### config.mk
export PLATFORM = sky130hd
export DESIGN_NAME = decode_stage
export DESIGN_NICKNAME = d
export VERILOG_FILES = /design/src/rtl/decode_stage_pkg.sv /design/src/rtl/decode_stage_register_file.sv /design/src/rtl/decode_stage.sv
export SDC_FILE = /design/constraint.sdc
export NUM_CORES = 2
export LEC_CHECK = 0
export CAP_MARGIN = 20
export CELL_PAD_IN_SITES_DETAIL_PLACEMENT = 0
export CELL_PAD_IN_SITES_GLOBAL_PLACEMENT = 1
export CORE_AREA = 2 2 492 494
export CTS_CLUSTER_SIZE = 28
export DETAILED_ROUTE_END_ITERATION = 12
export DIE_AREA = 0 0 494 496
export HOLD_SLACK_MARGIN = 0.1
export PLACE_DENSITY_LB_ADDON = 0.1
export SETUP_SLACK_MARGIN = 0.2
export SYNTH_ARGS = -nofsm -noshare
export SYNTH_HDL_FRONTEND = slang
export SYNTH_SLANG_ARGS = --single-unit
### constraint.sdc
create_clock -name CLK -period 8.1 [get_ports CLK]
set_clock_uncertainty 0.15 [all_clocks]
set_input_delay 2.43 -clock CLK [delete_from_list [all_inputs] [get_ports CLK]]
set_output_delay 2.43 -clock CLK [all_outputs]
set_load 0.02 [all_outputs]
### src/rtl/decode_stage_pkg.sv
// Shared constants for the decode stage: register-file geometry, instruction
// field positions, the default bubble word and the immediate sign-extender.
package decode_stage_pkg;

  localparam int RF_DEPTH  = 32;
  localparam int RF_ADDR_W = 5;
  localparam int RF_DATA_W = 32;
  localparam int INSTR_W   = 32;
  localparam int IMM_W     = 16;

  localparam int RS_MSB  = 25;
  localparam int RS_LSB  = 21;
  localparam int RT_MSB  = 20;
  localparam int RT_LSB  = 16;
  localparam int RD_MSB  = 15;
  localparam int RD_LSB  = 11;
  localparam int IMM_MSB = 15;
  localparam int IMM_LSB = 0;

  localparam logic [INSTR_W-1:0] NOP_INSTR_DEF = 32'h0000_0000;

  function automatic logic signed [RF_DATA_W-1:0] sign_ext(input logic signed [IMM_W-1:0] imm);
    return RF_DATA_W'(imm);
  endfunction

endpackage

### src/rtl/decode_stage_register_file.sv
// 32x32 register file with async clear and hardwired-zero r0.
// Define DECODE_BYPASS_EN to make a same-cycle write visible on the read ports.
module register_file
  import decode_stage_pkg::*;
(
  input  logic                 CLK,
  input  logic                 RST,
  input  logic [RF_ADDR_W-1:0] ra1,
  input  logic [RF_ADDR_W-1:0] ra2,
  input  logic                 we,
  input  logic [RF_ADDR_W-1:0] wa,
  input  logic [RF_DATA_W-1:0] wd,
  output logic [RF_DATA_W-1:0] rd1,
  output logic [RF_DATA_W-1:0] rd2
);

  logic [RF_DATA_W-1:0] regs [RF_DEPTH];

  always_ff @(posedge CLK or negedge RST) begin
    if (!RST) begin
      for (int i = 0; i < RF_DEPTH; i++) regs[i] <= '0;
    end else if (we && (wa != '0)) begin
      regs[wa] <= wd;
    end
  end

  function automatic logic [RF_DATA_W-1:0] read_port(input logic [RF_ADDR_W-1:0] addr);
    if (addr == '0) return '0;
`ifdef DECODE_BYPASS_EN
    if (we && (addr == wa)) return wd;
`endif
    return regs[addr];
  endfunction

  always_comb begin
    rd1 = read_port(ra1);
    rd2 = read_port(ra2);
  end

endmodule

### src/rtl/decode_stage.sv
// Decode stage: IF/ID pipeline register, register-file reads, immediate
// extension, branch-target adder and early beq comparator (DECODE_BYPASS_EN optional).
module decode_stage
  import decode_stage_pkg::*;
#(
  parameter logic [INSTR_W-1:0] NOP_INSTR = NOP_INSTR_DEF
) (
  input  logic                 CLK,
  input  logic                 RST,
  input  logic                 StallD,
  input  logic                 FlushD,
  input  logic [INSTR_W-1:0]   InstrF,
  input  logic [RF_DATA_W-1:0] PCPlus4F,
  input  logic                 RegWriteW,
  input  logic [RF_ADDR_W-1:0] WriteRegW,
  input  logic [RF_DATA_W-1:0] ResultW,
  input  logic                 BranchD,
  input  logic                 ForwardAD,
  input  logic                 ForwardBD,
  input  logic [RF_DATA_W-1:0] ALUOutM,
  output logic [INSTR_W-1:0]   InstrD,
  output logic [RF_DATA_W-1:0] PCPlus4D,
  output logic [RF_DATA_W-1:0] RD1D,
  output logic [RF_DATA_W-1:0] RD2D,
  output logic [RF_ADDR_W-1:0] RsD,
  output logic [RF_ADDR_W-1:0] RtD,
  output logic [RF_ADDR_W-1:0] RdD,
  output logic [RF_DATA_W-1:0] SignImmD,
  output logic [RF_DATA_W-1:0] PCBranchD,
  output logic                 PCSrcD
);

  logic [RF_DATA_W-1:0] cmp_a, cmp_b;

  // IF/ID boundary: stall dominates flush so a held instruction is never lost
  always_ff @(posedge CLK or negedge RST) begin
    if (!RST) begin
      InstrD   <= NOP_INSTR;
      PCPlus4D <= '0;
    end else if (StallD) begin
      InstrD   <= InstrD;
      PCPlus4D <= PCPlus4D;
    end else if (FlushD) begin
      InstrD   <= NOP_INSTR;
      PCPlus4D <= '0;
    end else begin
      InstrD   <= InstrF;
      PCPlus4D <= PCPlus4F;
    end
  end

  assign RsD = InstrD[RS_MSB:RS_LSB];
  assign RtD = InstrD[RT_MSB:RT_LSB];
  assign RdD = InstrD[RD_MSB:RD_LSB];

  register_file u_rf (
    .CLK (CLK),
    .RST (RST),
    .ra1 (RsD),
    .ra2 (RtD),
    .we  (RegWriteW),
    .wa  (WriteRegW),
    .wd  (ResultW),
    .rd1 (RD1D),
    .rd2 (RD2D)
  );

  always_comb begin
    SignImmD  = sign_ext(InstrD[IMM_MSB:IMM_LSB]);
    PCBranchD = PCPlus4D + (SignImmD << 2);
    cmp_a     = ForwardAD ? ALUOutM : RD1D;
    cmp_b     = ForwardBD ? ALUOutM : RD2D;
    PCSrcD    = BranchD & (cmp_a == cmp_b);
  end

endmodule

==> Word-level counts from Yosys, hierarchy flattened <==
Index checks and enable logic that the tools add are counted.
{ "word_totals": {"ff_bits": 1088, "in_bits": 141} }
{ "op_classes": {"add_sub_neg": 1, "magnitude_cmp": 4, "eq_ne": 1, "n_mux": 19, "bitwise": 4, "n_reduce_logical": 5} }
{ "op_table": {"columns": ["cell", "n"], "rows": [
  ["1024-bit bitwise mux", 1],
  ["32-bit 2-to-1 mux", 13],
  ["32-bit binary-select mux with 5-bit select", 2],
  ["32-bit demux with 5-bit select", 1],
  ["32-bit adder", 1],
  ["32-bit equality test", 1],
  ["6-bit greater-or-equal comparator (second input constant)", 3],
  ["5-bit inverter with 6-bit output", 3],
  ["5-bit logical NOT", 2],
  ["6-bit by 1-bit < comparator with 1-bit output (second input constant)", 1],
  ["5-bit nonzero test", 1],
  ["1-bit logical AND", 2],
  ["1-bit 2-to-1 mux", 2],
  ["1-bit AND", 1]
]} }

==> Depth between registers and ports, before layout <==
{ "logic_depth": {"depth_word": 8, "depth_mapped": 14} }

==> Hierarchy <==
From an unflattened synthesis, not the netlist that was laid out.
{ "unflattened": {"cells_unflattened": 4384, "hier_area_um2": 60405.4} }
{ "by_module_without_submodules": {"columns": ["mod", "n_inst", "cells_per_inst", "area_each_um2", "seq_area_each_um2"], "rows": [
  ["register_file", 1, 3621, 54368.4, 25624.6],
  ["decode_stage", 1, 763, 6037.0, 1601.5]
]} }

==> Worst setup path before layout <==
OpenSTA, ideal clock, no wires.
{ "synth_timing": {"path_kind": "input to output", "startpoint": "input ForwardAD", "endpoint": "output PCSrcD", "arrival_time_ns": 4.324, "path_slack_ns": 1.196, "stages": 9, "n_path_buf": 2, "path_cell_list": "clkbuf_1 > inv_1 > clkbuf_1 > mux2i_1 > xnor2_1 > nor4_2 > nand4_1 > o32ai_1 > and4_1"} }
{ "synth_via": {"elab_chain_cells": 3} }
{ "synth_rtl": {"columns": ["item", "line_no", "rtl"], "rows": [
  ["start: declaration", "decode_stage.sv:18", "input logic ForwardAD,"],
  ["32-bit 2-to-1 mux", "decode_stage.sv:71", "cmp_a = ForwardAD ? ALUOutM : RD1D;"],
  ["32-bit equality test", "decode_stage.sv:73", "PCSrcD = BranchD & (cmp_a == cmp_b);"],
  ["1-bit AND", "decode_stage.sv:73", null],
  ["end: declaration", "decode_stage.sv:30", "output logic PCSrcD"]
]} }
Every way passes these cells.

==> Worst setup path in the final report <==
{ "layout_timing": {"startpoint": "register InstrD[16]", "endpoint": "output PCSrcD"} }
{ "layout_via": {"elab_chain_cells": 8, "elab_cells_between_ends": 10, "classes_between": "eq/ne: 1; mux: 6; bitwise: 2; reduce/logical: 1"} }
{ "layout_rtl": {"columns": ["item", "line_no", "rtl"], "rows": [
  ["start: declaration", "decode_stage.sv:21", "output logic [INSTR_W-1:0] InstrD,"],
  ["start signal: assignment", "decode_stage.sv:41", "InstrD <= InstrD;"],
  ["start signal: assignment", "decode_stage.sv:47", "InstrD <= InstrF;"],
  ["5-bit inverter with 6-bit output (not written as such)", "decode_stage_register_file.sv:32", "return regs[addr];"],
  ["32-bit binary-select mux with 5-bit select", "decode_stage_register_file.sv:32", null],
  ["32-bit 2-to-1 mux (not written as such) (2 in series)", "decode_stage_register_file.sv:32", null],
  ["32-bit 2-to-1 mux (*)", "decode_stage_register_file.sv:32", null],
  ["32-bit 2-to-1 mux (*)", "decode_stage.sv:72", "cmp_b = ForwardBD ? ALUOutM : RD2D;"],
  ["32-bit equality test (*)", "decode_stage.sv:73", null],
  ["1-bit AND (*)", "decode_stage.sv:73", null]
]} }
Mark *: on every way between the ends. The rest lies on a longest branch, timed or not. The select of a mux whose other input is x is not followed.

==> metrics.md <==
| Metric | Value |
|---|---|
| Vias/cell | 5.09 |
| Clk sink count | 1088 |
| ANT nets after route | 0 |
| Die Area | 0.245 mm2 |
| Num CTS Buffers | 146 |
| Syn. warnings | 0 |
| Total GRT Usage | 0.210 |
| Largest net degree at the start of global routing | 138 |
| Most common cell after layout, fill and taps aside | dfrtp_1 |
| Max_cap viols | 0 |
| Global route hottest layer | met2 |
| Power Dens Cells | 249 mW/mm2 |
| Global placer's final weighted congestion | 0.774 |
| Synth Instances | 4062 |
| Critical Path Fanout Max | 37 |
| Synthesized area | 0.0597 mm2 |
| Crit. End Element | output pin |
| Syn-to-layout area delta | 22.6% |
| Final WL | 260000 um |
| Synth Net Count | 4233 |
| DR iter-0 viols | 2525 |
| Number of synthesized flops with an enable pin | 0 |
| Met1 Use GR | 0.284 |
| Final Max Tran Viols | 0 |
| Initial Util | 0.249 |
| Worst-skew pair later-pin latency | 0.80 ns |
| Reg2reg path depth | 6 |
| Mapped Avg Cell Area | 14.7 um2 |
| Design area | 0.0731 mm2 |
| Total gr overflow | 0 |
| CP Data Arrival Time | 5.18 ns |
| Row cnt | 180 |
| Layout net count | 4522 |
| Share of cells above drive strength 1 | 0.481 |
| Die Y | 496 um |
| Startpoint Class | flop |
| Post-synth ARST share | 1.00 |
| Detailed-placement wirelength estimate | 163000 um |
| CTS tree | built |
| Number of remaining DRC errors | 0 |
| CP Class | flop to output pin |
| Final Cycle Share | 0.959 |
| Slowest CP cell | dfrtp_4 |
| Hold depth | 0 |
| Outcome | finished clean |
| Worst slew pin tran | 1.13 ns |
| Core outline area | 0.240 mm2 |
| DR WL/cell | 33.9 um |
| Commonest non-fill, non-tap cells in the layout | 1078 x dfrtp_1, 1000 x mux2_2, 560 x mux4_2, 343 x clkdlybuf4s50_1, 178 x buf_4 |
| Max frequency | 129 MHz |
| Yosys top cell area share | 0.456 |
| Cells along the critical path | buf_12 -> buf_12 -> mux4_2 -> mux4_2 -> a22o_1 -> xor2_1 -> nand4_1 -> nor3_2 -> nand4_1 -> buf_4 -> o32ai_1 -> and4_4 -> buf_12 -> buf_12 |
| Crit path time final | 7.76 ns |
| # IOs | 349 |
| Pleak | 30.1 nW |
| Final Hold Fails | 0 |
| Flops & latches, synth | 1088 |
| Hold WC Path Type | flop to flop |
| Synth Flop Type | dfrtp_1 |
| RSZ-0062 raised after global routing | no |
| Met2 usage | 0.356 |
| Fillers | 23974 |
| Post-placement cell count | 7343 |
| Port Buffers | 348 |
| Max clock buf depth | 3 |
| Post-route non-filler standard cell count | 7653 |
| Initial antenna violation count | 15 |
| Post-synthesis sequential area ratio | 0.456 |
| Relative slew slack | 0.242 |
| Most used cell, CP | buf_12 |
| Maximum vdd ir drop | 0.146 mV |
| Die width | 494 um |
| Dpl cell area | 0.0675 mm2 |
| Vias in the first global route | 40308 |
| Worst path max stage delay | 0.58 ns |
| CTS root buf | clkbuf_16 |
| Via count | 38982 |
| Global-route wire length before repair | 357000 um |
| Final setup viols | 0 |
| Synth cell types | 73 |
| Iteration count of the initial detailed-routing pass | 5 |
| Critical Path RT | 5.52 ns |
| Dominant cell type by area after synthesis | dfrtp_1 |
| H-tree Lvls | 4 |
| GR Util met3 | 0.0256 |
| CTS clk-pin slew, worst paths | 0.06 ns |
| Synth top area cells | dfrtp_1 46%, mux4_2 21%, mux2_2 19%, clkbuf_1 1.5%, mux2i_1 1.1% |
==> sequential cells by signal (all words and copies together), names as in the netlist <==
register and count:
PCPlus4D 32, InstrD 32, u_rf.regs 1024
==> worst max-delay path: cells and delay by family, from the launching register on <==
family | cells | cell delay (ns)
AO/OA/AOI/OAI | 2 | 0.65
XOR/XNOR | 1 | 0.26
AND/OR/NAND/NOR | 4 | 0.84
buffers and inverters | 5 | 0.91
flip-flops | 1 | 0.58
multiplexers | 2 | 1.06
==> routing by layer <==
layer / vias to the layer above / wire length (um)
met4: 6 / 6210
li1: 16112 / -
met3: 281 / 8570
met2: 943 / 129000
met5: - / 40
met1: 21640 / 116000
==> final timing paths <==
| path | startpoint | endpoint | slack [ns] |
|---|---|---|---|
| min in group asynchronous | RST | u_rf.regs[800] | 1.56 |
| setup reg to reg | InstrD[21] | InstrD[21] | 6.25 |
| hold reg to reg | u_rf.regs[1009] | u_rf.regs[1009] | 0.24 |
| setup / recovery | InstrD[16] | PCSrcD | 0.34 |
| max in group asynchronous | RST | InstrD[29] | 4.82 |
| hold / removal | u_rf.regs[1009] | u_rf.regs[1009] | 0.24 |
==> cells by family after synthesis <==
family | after synthesis | synth area share
compound gates | 338 | 0.0378
xor+xnor | 100 | 0.0147
fa+ha+maj | 30 | 0.00642
buf+inv | 510 | 0.0424
flops | 1088 | 0.456
mux | 1626 | 0.411
simple gates | 370 | 0.0311
==> cell usage after synthesis (31+ instances only) <==
| library cell | n |
|---|---|
| xnor2_1 | 50 |
| mux2i_1 | 65 |
| o21ai_0 | 86 |
| nor2_1 | 50 |
| nand2_1 | 141 |
| dfrtp_1 | 1088 |
| inv_1 | 40 |
| nand2b_1 | 69 |
| clkbuf_1 | 236 |
| a22oi_1 | 60 |
| mux4_2 | 560 |
| buf_1 | 56 |
| buf_2 | 74 |
| buf_4 | 75 |
| a21oi_1 | 45 |
| nand3_1 | 31 |
| mux2_2 | 1000 |
| xor2_1 | 50 |
==> through the flow <==
stage | worst slack, ns | utilization | TNS [ns] | hold WS [ns] | power (mW)
final | 0.336 | 0.305 | 0 | 0.241 | 18.2
after global routing | 0.200 | 0.305 | 0 | 0.258 | 19.1
after CTS | 0.201 | 0.303 | 0 | 0.246 | 18.5
after detailed placement | -0.106 | 0.282 | -0.106 | 0.233 | 11.8
after global placement | -0.156 | 0.280 | -0.156 | 0.227 | 11.7
after floorplan | 1.20 | - | 0 | 0.291 | 9.94
==> final cells by class <==
| cell class | instances | area (um2) | area share |
|---|---|---|---|
| clock inverter | 47 | 445 | 0.00609 |
| inverter | 40 | 153 | 0.00209 |
| multi-input combinational | 2464 | 30400 | 0.415 |
| tap | 3185 | 3990 | 0.0545 |
| sequential | 1088 | 27300 | 0.373 |
| clock buffer | 212 | 4240 | 0.0579 |
| timing repair buffer | 611 | 6660 | 0.0911 |
| antenna | 6 | 15.0 | 0.000205 |
==> what timing repair did <==
| item | CTS | global route |
|---|---|---|
| pin swaps | 0 | 1 |
| resized for setup | 24 | 11 |
| hold buffers | 0 | 0 |
| setup endpoints to repair | 1 | 1 |
| setup buffers | 26 | 3 |
==> report_power, final <==
| group | switching (mW) | leakage, nW | internal (mW) |
|---|---|---|---|
| sequential | 0.745 | 13.9 | 6.44 |
| combinational | 2.13 | 13.8 | 2.45 |
| clock | 2.68 | 2.32 | 3.78 |
(Power assumes the default switching activity.)
